===== config.mk =====
export PLATFORM = sky130hd
export DESIGN_NAME = muldiv_ctrl
export DESIGN_NICKNAME = d
export VERILOG_FILES = /design/src/rtl/muldiv_ctrl.sv
export SDC_FILE = /design/constraint.sdc
export NUM_CORES = 2
export LEC_CHECK = 0
export BUFFER_PORTS_ARGS = -buffer_cell sky130_fd_sc_hd__clkbuf_2
export CORE_ASPECT_RATIO = 0.8
export CORE_UTILIZATION = 65
export CTS_CLUSTER_SIZE = 8
export DETAILED_ROUTE_END_ITERATION = 8
export MAX_ROUTING_LAYER = met4
export PLACE_DENSITY = 0.82
export SYNTH_ARGS = -nofsm -noshare
export SYNTH_HDL_FRONTEND = slang
export SYNTH_SLANG_ARGS = --single-unit

===== constraint.sdc =====
create_clock -name clk -period 21 [get_ports clk]
set_clock_uncertainty 0.2 [all_clocks]
set_input_delay 1.05 -clock clk [delete_from_list [all_inputs] [get_ports clk]]
set_output_delay 1.05 -clock clk [all_outputs]
set_load 0.02 [all_outputs]

===== src/rtl/muldiv_ctrl.sv =====
// HI/LO sequencer for MULT/MULTU/DIV/DIVU beside the EX-stage ALU.
// Holds EX while the multiply or restoring divide runs, then writes HI/LO once.
module muldiv_ctrl #(
   parameter int         WIDTH    = 32,
   parameter int         MUL_LAT  = 2,
   parameter logic [4:0] OP_MULT  = 5'd24,
   parameter logic [4:0] OP_MULTU = 5'd25,
   parameter logic [4:0] OP_DIV   = 5'd26,
   parameter logic [4:0] OP_DIVU  = 5'd27
) (
   input  logic             clk,
   input  logic             rst,
   input  logic             op_valid_e,
   input  logic [4:0]       alucontrol_e,
   input  logic [WIDTH-1:0] a_e,
   input  logic [WIDTH-1:0] b_e,
   input  logic             flush,
   input  logic             stall_ext,
   output logic             stall_o,
   output logic             hilo_we,
   output logic [WIDTH-1:0] hi_o,
   output logic [WIDTH-1:0] lo_o,
   output logic             busy_o
);

   localparam int CNT_MAX = (MUL_LAT > WIDTH - 1) ? MUL_LAT : WIDTH - 1;
   localparam int CNT_W   = $clog2(CNT_MAX + 1);
   localparam logic [CNT_W-1:0] MUL_LAST = CNT_W'(MUL_LAT);
   localparam logic [CNT_W-1:0] DIV_LAST = CNT_W'(WIDTH - 1);

   typedef enum logic [1:0] {S_IDLE, S_MUL, S_DIV, S_DONE} state_t;

   state_t             state_q, state_d;
   logic [CNT_W-1:0]   cnt_q, cnt_d;
   logic [WIDTH-1:0]   opa_q, opa_d;
   logic [WIDTH-1:0]   opb_q, opb_d;
   logic [WIDTH-1:0]   rem_q, rem_d;
   logic [WIDTH-1:0]   quo_q, quo_d;
   logic               sgn_q, sgn_d;
   logic               a_neg_q, a_neg_d;
   logic               b_neg_q, b_neg_d;
   logic [WIDTH-1:0]   hi_q, hi_d;
   logic [WIDTH-1:0]   lo_q, lo_d;

   logic               is_mul, is_div, op_signed, start;
   logic [WIDTH-1:0]   a_mag, b_mag;
   logic [WIDTH:0]     rem_sh, diff;
   logic               q_bit;
   logic [WIDTH-1:0]   rem_nx, quo_nx, rem_fix, quo_fix;
   logic [2*WIDTH-1:0] a_ext, b_ext, prod;

   always_comb begin
      is_mul    = op_valid_e & ((alucontrol_e == OP_MULT) | (alucontrol_e == OP_MULTU));
      is_div    = op_valid_e & ((alucontrol_e == OP_DIV) | (alucontrol_e == OP_DIVU));
      op_signed = (alucontrol_e == OP_MULT) | (alucontrol_e == OP_DIV);
      // rst gating keeps stall_o low while reset is held even if EX shows an op
      start     = ~rst & (state_q == S_IDLE) & ~flush & (is_mul | is_div);
      a_mag     = (op_signed & a_e[WIDTH-1]) ? -a_e : a_e;
      b_mag     = (op_signed & b_e[WIDTH-1]) ? -b_e : b_e;

      // One restoring-divide step: quo_q shifts the dividend out and quotient bits in
      rem_sh  = {rem_q, quo_q[WIDTH-1]};
      diff    = rem_sh - {1'b0, opb_q};
      q_bit   = ~diff[WIDTH];
      rem_nx  = q_bit ? diff[WIDTH-1:0] : rem_sh[WIDTH-1:0];
      quo_nx  = {quo_q[WIDTH-2:0], q_bit};
      quo_fix = (a_neg_q ^ b_neg_q) ? -quo_nx : quo_nx;
      rem_fix = a_neg_q ? -rem_nx : rem_nx;

      // Low 2W bits of the product of extended operands give both signed and unsigned results
      a_ext = sgn_q ? {{WIDTH{opa_q[WIDTH-1]}}, opa_q} : {{WIDTH{1'b0}}, opa_q};
      b_ext = sgn_q ? {{WIDTH{opb_q[WIDTH-1]}}, opb_q} : {{WIDTH{1'b0}}, opb_q};
      prod  = a_ext * b_ext;

      state_d = state_q;
      cnt_d   = cnt_q;
      opa_d   = opa_q;
      opb_d   = opb_q;
      rem_d   = rem_q;
      quo_d   = quo_q;
      sgn_d   = sgn_q;
      a_neg_d = a_neg_q;
      b_neg_d = b_neg_q;
      hi_d    = hi_q;
      lo_d    = lo_q;

      case (state_q)
         S_IDLE: begin
            if (start) begin
               sgn_d   = op_signed;
               a_neg_d = op_signed & a_e[WIDTH-1];
               b_neg_d = op_signed & b_e[WIDTH-1];
               if (is_mul) begin
                  opa_d   = a_e;
                  opb_d   = b_e;
                  cnt_d   = CNT_W'(1);
                  state_d = S_MUL;
               end else if (b_e == '0) begin
                  hi_d    = a_e;
                  lo_d    = '1;
                  state_d = S_DONE;
               end else begin
                  quo_d   = a_mag;
                  opb_d   = b_mag;
                  rem_d   = '0;
                  cnt_d   = '0;
                  state_d = S_DIV;
               end
            end
         end
         S_MUL: begin
            if (cnt_q == MUL_LAST) begin
               hi_d    = prod[2*WIDTH-1:WIDTH];
               lo_d    = prod[WIDTH-1:0];
               cnt_d   = '0;
               state_d = S_DONE;
            end else begin
               cnt_d = cnt_q + CNT_W'(1);
            end
         end
         S_DIV: begin
            rem_d = rem_nx;
            quo_d = quo_nx;
            if (cnt_q == DIV_LAST) begin
               hi_d    = rem_fix;
               lo_d    = quo_fix;
               cnt_d   = '0;
               state_d = S_DONE;
            end else begin
               cnt_d = cnt_q + CNT_W'(1);
            end
         end
         default: begin
            if (~stall_ext) state_d = S_IDLE;
         end
      endcase

      // A flush discards whatever is in flight, including a result not yet in DONE
      if (flush) begin
         state_d = S_IDLE;
         cnt_d   = '0;
         hi_d    = hi_q;
         lo_d    = lo_q;
      end
   end

   always_ff @(posedge clk or posedge rst) begin
      if (rst) begin
         state_q <= S_IDLE;
         cnt_q   <= '0;
         opa_q   <= '0;
         opb_q   <= '0;
         rem_q   <= '0;
         quo_q   <= '0;
         sgn_q   <= 1'b0;
         a_neg_q <= 1'b0;
         b_neg_q <= 1'b0;
         hi_q    <= '0;
         lo_q    <= '0;
      end else begin
         state_q <= state_d;
         cnt_q   <= cnt_d;
         opa_q   <= opa_d;
         opb_q   <= opb_d;
         rem_q   <= rem_d;
         quo_q   <= quo_d;
         sgn_q   <= sgn_d;
         a_neg_q <= a_neg_d;
         b_neg_q <= b_neg_d;
         hi_q    <= hi_d;
         lo_q    <= lo_d;
      end
   end

   assign stall_o = start | (state_q == S_MUL) | (state_q == S_DIV);
   assign hilo_we = (state_q == S_DONE) & ~stall_ext & ~flush;
   assign busy_o  = (state_q != S_IDLE);
   assign hi_o    = hi_q;
   assign lo_o    = lo_q;

endmodule


# ---- After elaboration in Yosys (flattened, before gate mapping)
# Cells that the tools add are included.
dict set report word_totals {
  input_bits 74
  reg_bits 202
  word_cells 116
}
dict set report classes {
  n_reduce_logical 13
  bitwise 20
  eq_ne 21
  mux 44
  mul 1
  n_addsub 6
}
# cell n
set ops {}
lappend ops {{$mux W32} 23}
lappend ops {{$pmux W32 S3} 2}
lappend ops {{$mux W64} 2}
lappend ops {{$neg A32 Y32} 4}
lappend ops {{$pmux W32 S2} 2}
lappend ops {{$mul A64 B64 Y64} 1}
lappend ops {{$sub A33 B32 Y33} 1}
lappend ops {{$logic_not A32 Y1} 1}
lappend ops {{$mux W5} 6}
lappend ops {{$eq A5 B5 Y1 const B} 5}
lappend ops {{$pmux W5 S3} 1}
lappend ops {{$mux W2} 6}
lappend ops {{$ne A2 B2 Y1 const B} 6}
lappend ops {{$and A1 B1 Y1} 9}
lappend ops {{$ne A3 B3 Y1 const B} 3}
lappend ops {{$reduce_and A3 Y1} 3}
lappend ops {{$reduce_and A4 Y1} 2}
lappend ops {{$reduce_and A7 Y1} 1}
lappend ops {{$or A1 B1 Y1} 6}
lappend ops {{$pmux W2 S3} 1}
lappend ops {{$add A5 B1 Y5 const B} 1}
lappend ops {{$eq A5 B2 Y1 const B} 1}
lappend ops {{$ne A5 B2 Y1 const B} 1}
lappend ops {{$eq A2 B2 Y1 const B} 2}
lappend ops {{11 further kinds} 15}

# ---- Logic depth before layout (Yosys ltp)
dict set report depth {
  word_depth 8
  depth_mapped 38
}

# ---- Worst setup path before layout
# Ideal clock, no wire load.
dict set report synth_timing {
  path_type {register -> register}
  from {register opa_q[31]}
  to {register hi_q[26], in the netlist hi_o[26]}
  setup_ns 0.124
  t_required_ns 20.676
  period_less_slack_ns 9.630
  path_slack_ns 11.370
  path_stages_with_launch 32
  n_path_buf 2
  arrival_time_ns 9.306
  path_cell_list {dfrtp_1 -> and2_1 -> clkbuf_1 -> clkbuf_1 -> nand2_1 -> fa_1 -> inv_1 -> fa_1 -> fa_1 -> inv_1 -> fa_1 -> inv_1 -> fa_1 -> fa_1 -> fa_1 -> fa_1 -> fa_1 -> inv_1 -> fa_1 -> inv_1 -> ha_1 -> o21a_1 -> o21ai_0 -> o31ai_1 -> o21bai_1 -> o31ai_1 -> o21ai_0 -> a31oi_1 -> o21ai_0 -> o2111ai_1 -> a21oi_1 -> a211o_1}
}
dict set report synth_between {
  elab_chain_len 4
}
# element line_no
set synth_lines {}
lappend synth_lines {{start: declaration} 35} ;# logic [WIDTH-1:0] opa_q, opa_d;
lappend synth_lines {{start signal: assignment} 163} ;# opa_q <= opa_d;
lappend synth_lines {{$mux W64} 71} ;# a_ext = sgn_q ? {{WIDTH{opa_q[WIDTH-1]}}, opa_q} : {{WIDTH{1'b0}}, opa_q};
lappend synth_lines {{$mul A64 B64 Y64} 73} ;# prod = a_ext * b_ext;
lappend synth_lines {{$mux W32} 112} ;# if (cnt_q == MUL_LAST) begin
lappend synth_lines {{$pmux W32 S3} 87} ;# case (state_q)
lappend synth_lines {{end signal: assignment} 170} ;# hi_q <= hi_d;
lappend synth_lines {{end: declaration} 42} ;# logic [WIDTH-1:0] hi_q, hi_d;
# No other way between the ends. The select of a mux whose other input is x is not followed.
# A chain may end at the register's enable or synchronous reset.

# ---- Final worst setup path
dict set report layout_timing {
  from {register sgn_q}
  to {register hi_q[30], in the netlist hi_o[30]}
}
dict set report layout_between {
  elab_chain_len 4
}
# element line_no
set layout_lines {}
lappend layout_lines {{start: declaration} 39} ;# logic sgn_q, sgn_d;
lappend layout_lines {{start signal: assignment} 167} ;# sgn_q <= sgn_d;
lappend layout_lines {{$mux W64, on equally long branches} {71, 72}}
lappend layout_lines {{$mul A64 B64 Y64 (*)} 73}
lappend layout_lines {{$mux W32 (*)} 112}
lappend layout_lines {{$pmux W32 S3 (*)} 87}
# Mark *: on every way between the ends. The rest lies on a longest branch, timed or not. The select of a mux whose other input is x is not followed.

==> summary.txt <==
Status
  • Run status: finished clean

Drt
  • Drt drc: 0
  • Routed wire per std cell: 22.8 um
  • Final WL: 181,000 um
  • Post-route ant nets: 0
  • Wire length on met3: 16,500 um
  • First-pass DRT Iterations: 8
  • Iter 0 DRT Violations: 4,434
  • Wire length on met2: 84,800 um
  • WL met1: 68,800 um
  • Uppermost layer routed: met4
  • Via count: 47,100
  • Post-DR vias/cell: 5.94

Min path
  • Hold Path Sink: lo_o[17]$_DFFE_PP0P_
  • Worst Hold Class: register to register
  • Hold path start: lo_o[17]$_DFFE_PP0P_
  • Hold Path Depth: 2

Final layout
  • Final-layout fill cell count: 7,236
  • Area grow syn2layout: 4.12%
  • Layout cells sized above 1: 0.0511
  • Nets: 8,538
  • Non-Filler Instances: 7,930

STA
  • Setup TNS Final: 0 ns
  • Unrepaired setup endpoints after global routing: false
  • Max-Slew Margin vs Limit: 0.217
  • Final Slew Violations: 0
  • Fmax: 0.0910 GHz
  • Post-route minimum period: 10.99 ns
  • Crit share post-route: 0.523
  • Hold Vio Cnt, Final: 0
  • Finish-stage setup viols: 0
  • Worst Tran Pin Value: 1.17 ns

Clock tree
  • Cts repair resizes: 0
  • H-tree depth: 1
  • Worst skew pair latency: 0.59 ns
  • CTS tree: done
  • Hold Buf Count CTS: 0
  • Clk pin slew, worst setup/hold paths: 0.06 ns
  • Post-CTS Setup Bufs: 0
  • Total CTS buffers: 29
  • CTS root buf: clkbuf_16
  • Longest Clk Path Bufs: 3
  • Clock sinks: 202

Yosys
  • Number of synthesis warnings: 0
  • Avg Inst Size Synth: 9.12 um2
  • Mapped Cells: 6,767
  • Register area share after synthesis: 0.0819
  • Yosys reg bits: 202
  • Mapped cell area: 61,700 um2
  • Post-synth EDFFs: 0
  • Synth unique cells: 78
  • Fraction of registers with async set/reset: 1.00
  • Dominant synthesized flop cell: dfrtp_1
  • Mapped Nets: 8,613

Floorplanning
  • Site Rows: 100
  • Initial Util: 0.660
  • Die Y: 278 um
  • Die area: 96,100 um2
  • Core area: 93,500 um2
  • Die Wd: 346 um
  • Boundary pin count: 141

Job
  • Max-Cap Viols: 0

Setup path
  • Required time of the worst setup path: 21.27 ns
  • Reg2reg end: hi_o[30]$_DFFE_PP0P_
  • Crit path DAT: 11.26 ns
  • CP Launch Point: sgn_q$_DFFE_PP0P_
  • Worst reg-to-reg path cell count: 33
  • Slowest-stage cell, CP: fa_1
  • FF-to-FF Start: sgn_q$_DFFE_PP0P_
  • Max stage delay on crit path: 0.94 ns
  • Setup CP Type: register to register
  • CP max FO: 24
  • Worst reg2reg setup slack: 10.01 ns
  • Most frequent CP cell: fa_1
  • Setup crit end kind: register
  • CP Launch Type: register

Global routing
  • Vias in the first global route: 51,000
  • Initial antenna violation count: 7
  • Largest net degree at the start of global routing: 82
  • Total GRT Usage: 0.403
  • First-pass GRT wire length: 287,000 um
  • Overflow after GRT: 0

Placement
  • DP Cell Count: 7,885
  • Routability cong.: 1.02
  • Buffers on Ports: 140
  • Dpl hpwl: 147,000 um
worst max-delay path by stage:
stage / to / depth (start not counted)
3_5_place_dp: hi_o[30]$_DFFE_PP0P_ / 33
2_1_floorplan: hi_o[26]$_DFFE_PP0P_ / 31
6_report: hi_o[30]$_DFFE_PP0P_ / 33
5_1_grt: hi_o[30]$_DFFE_PP0P_ / 33
4_1_cts: hi_o[30]$_DFFE_PP0P_ / 33
3_3_place_gp: hi_o[30]$_DFFE_PP0P_ / 33
logic make-up after synthesis:
family          count (synthesis)  share of synthesized area
buf+inv                      1925                      0.117
xor+xnor                      248                     0.0352
flops                         202                     0.0819
simple gates                 1812                      0.145
fa+ha+maj                    1773                      0.532
mux                            80                     0.0139
compound gates                727                     0.0747
registers in the layout, indices dropped and copies added (netlist names):
| register | cells |
|---|---|
| hi_o | 32 |
| lo_o | 32 |
| opa_q | 32 |
| opb_q | 32 |
| quo_q | 32 |
| rem_q | 32 |
| cnt_q | 5 |
| state_q | 2 |
| a_neg_q | 1 |
| b_neg_q | 1 |
| sgn_q | 1 |
per-stage QoR:
stage / area, um2 / worst slack (ns) / hold WS [ns] / util
final: 64200 / 10.01 / 0.280 / 0.687
after global routing: 64200 / 9.51 / 0.309 / 0.687
after CTS: 64200 / 10.13 / 0.283 / 0.687
after detailed placement: 63400 / 10.17 / 0.270 / 0.678
after global placement: 63400 / 10.36 / 0.262 / 0.678
after floorplan: 61700 / 11.37 / 0.272 / -
cell usage after synthesis, types with 5 or more instances:
library cell,instances,share of area
and3_1,42,0.0043
or2_2,8,0.00081
xor2_1,94,0.013
inv_1,1591,0.097
a221oi_1,38,0.0054
clkbuf_1,313,0.019
o21ai_0,205,0.017
a31oi_1,32,0.0032
o31ai_1,41,0.0050
nor4_1,20,0.0020
a21boi_0,10,0.0012
o211ai_1,17,0.0021
fa_1,1420,0.46
and2_1,578,0.059
nor2b_1,17,0.0017
or3_1,30,0.0030
o21bai_1,19,0.0023
a211oi_1,21,0.0026
a21o_1,38,0.0046
nand4_1,16,0.0016
nand3_1,25,0.0020
a41oi_1,11,0.0016
mux2i_1,36,0.0058
nand2_1,747,0.045
nor3_1,47,0.0038
a311oi_1,5,0.00071
a21oi_1,196,0.016
nor2_1,221,0.013
o211a_1,5,0.00081
dfrtp_1,202,0.082
nand2b_1,21,0.0021
o41ai_1,14,0.0020
ha_1,352,0.071
o21a_1,17,0.0021
buf_1,17,0.0010
o311ai_0,5,0.00071
o31a_1,5,0.00071
a22o_1,9,0.0013
mux2_2,44,0.0080
or4_1,14,0.0017
xnor2_1,154,0.022
routing by layer:
layer / GRT usage / vias up
met5: - / -
met4: 0.195 / 0
met3: 0.0715 / 560
met2: 0.628 / 2359
met1: 0.513 / 24000
li1: - / 20100
layout by cell type (no fill, tap or decap), types with 19 or more instances in the layout:
cell and count:
nor4_1 19, nor3_1 47, ha_1 350, clkbuf_2 140, a21o_1 38, nor2_1 220, nand2_1 746, fa_1 1420
nand2b_1 21, mux2_2 44, and2_1 578, inv_1 1590, a31oi_1 32, or3_1 30, nand3_1 25, o31ai_1 41
xor2_1 94, o21ai_0 205, a211oi_1 21, dfrtp_1 195, o21bai_1 19, buf_4 87, a221oi_1 38, a21oi_1 195
clkbuf_16 29, mux2i_1 36, xnor2_1 153, and3_1 42
critical path, delay by kind of cell (launching register included):
kind,cells,cell delay (ns)
buffers and inverters,8,1.04
AND/OR/NAND/NOR,3,0.37
flip-flops,1,0.37
AO/OA/AOI/OAI,10,2.65
adder cells (fa/ha/maj),11,6.09
multiplexers,1,0.13
final cells by class:
type | count | area (um2) | area share
Sequential cell | 202 | 5060 | 0.0788
Clock buffer | 36 | 752 | 0.0117
Multi-Input combinational cell | 4640 | 49500 | 0.770
Timing Repair Buffer | 227 | 1350 | 0.0211
Antenna cell | 7 | 17.5 | 0.000273
Clock inverter | 2 | 50.0 | 0.000779
Tap cell | 1224 | 1530 | 0.0238
Inverter | 1592 | 5980 | 0.0932
Power is left out: the tool's default activity adds up to more than one toggle a clock period on the data nets, which glitch-free logic cannot reach.
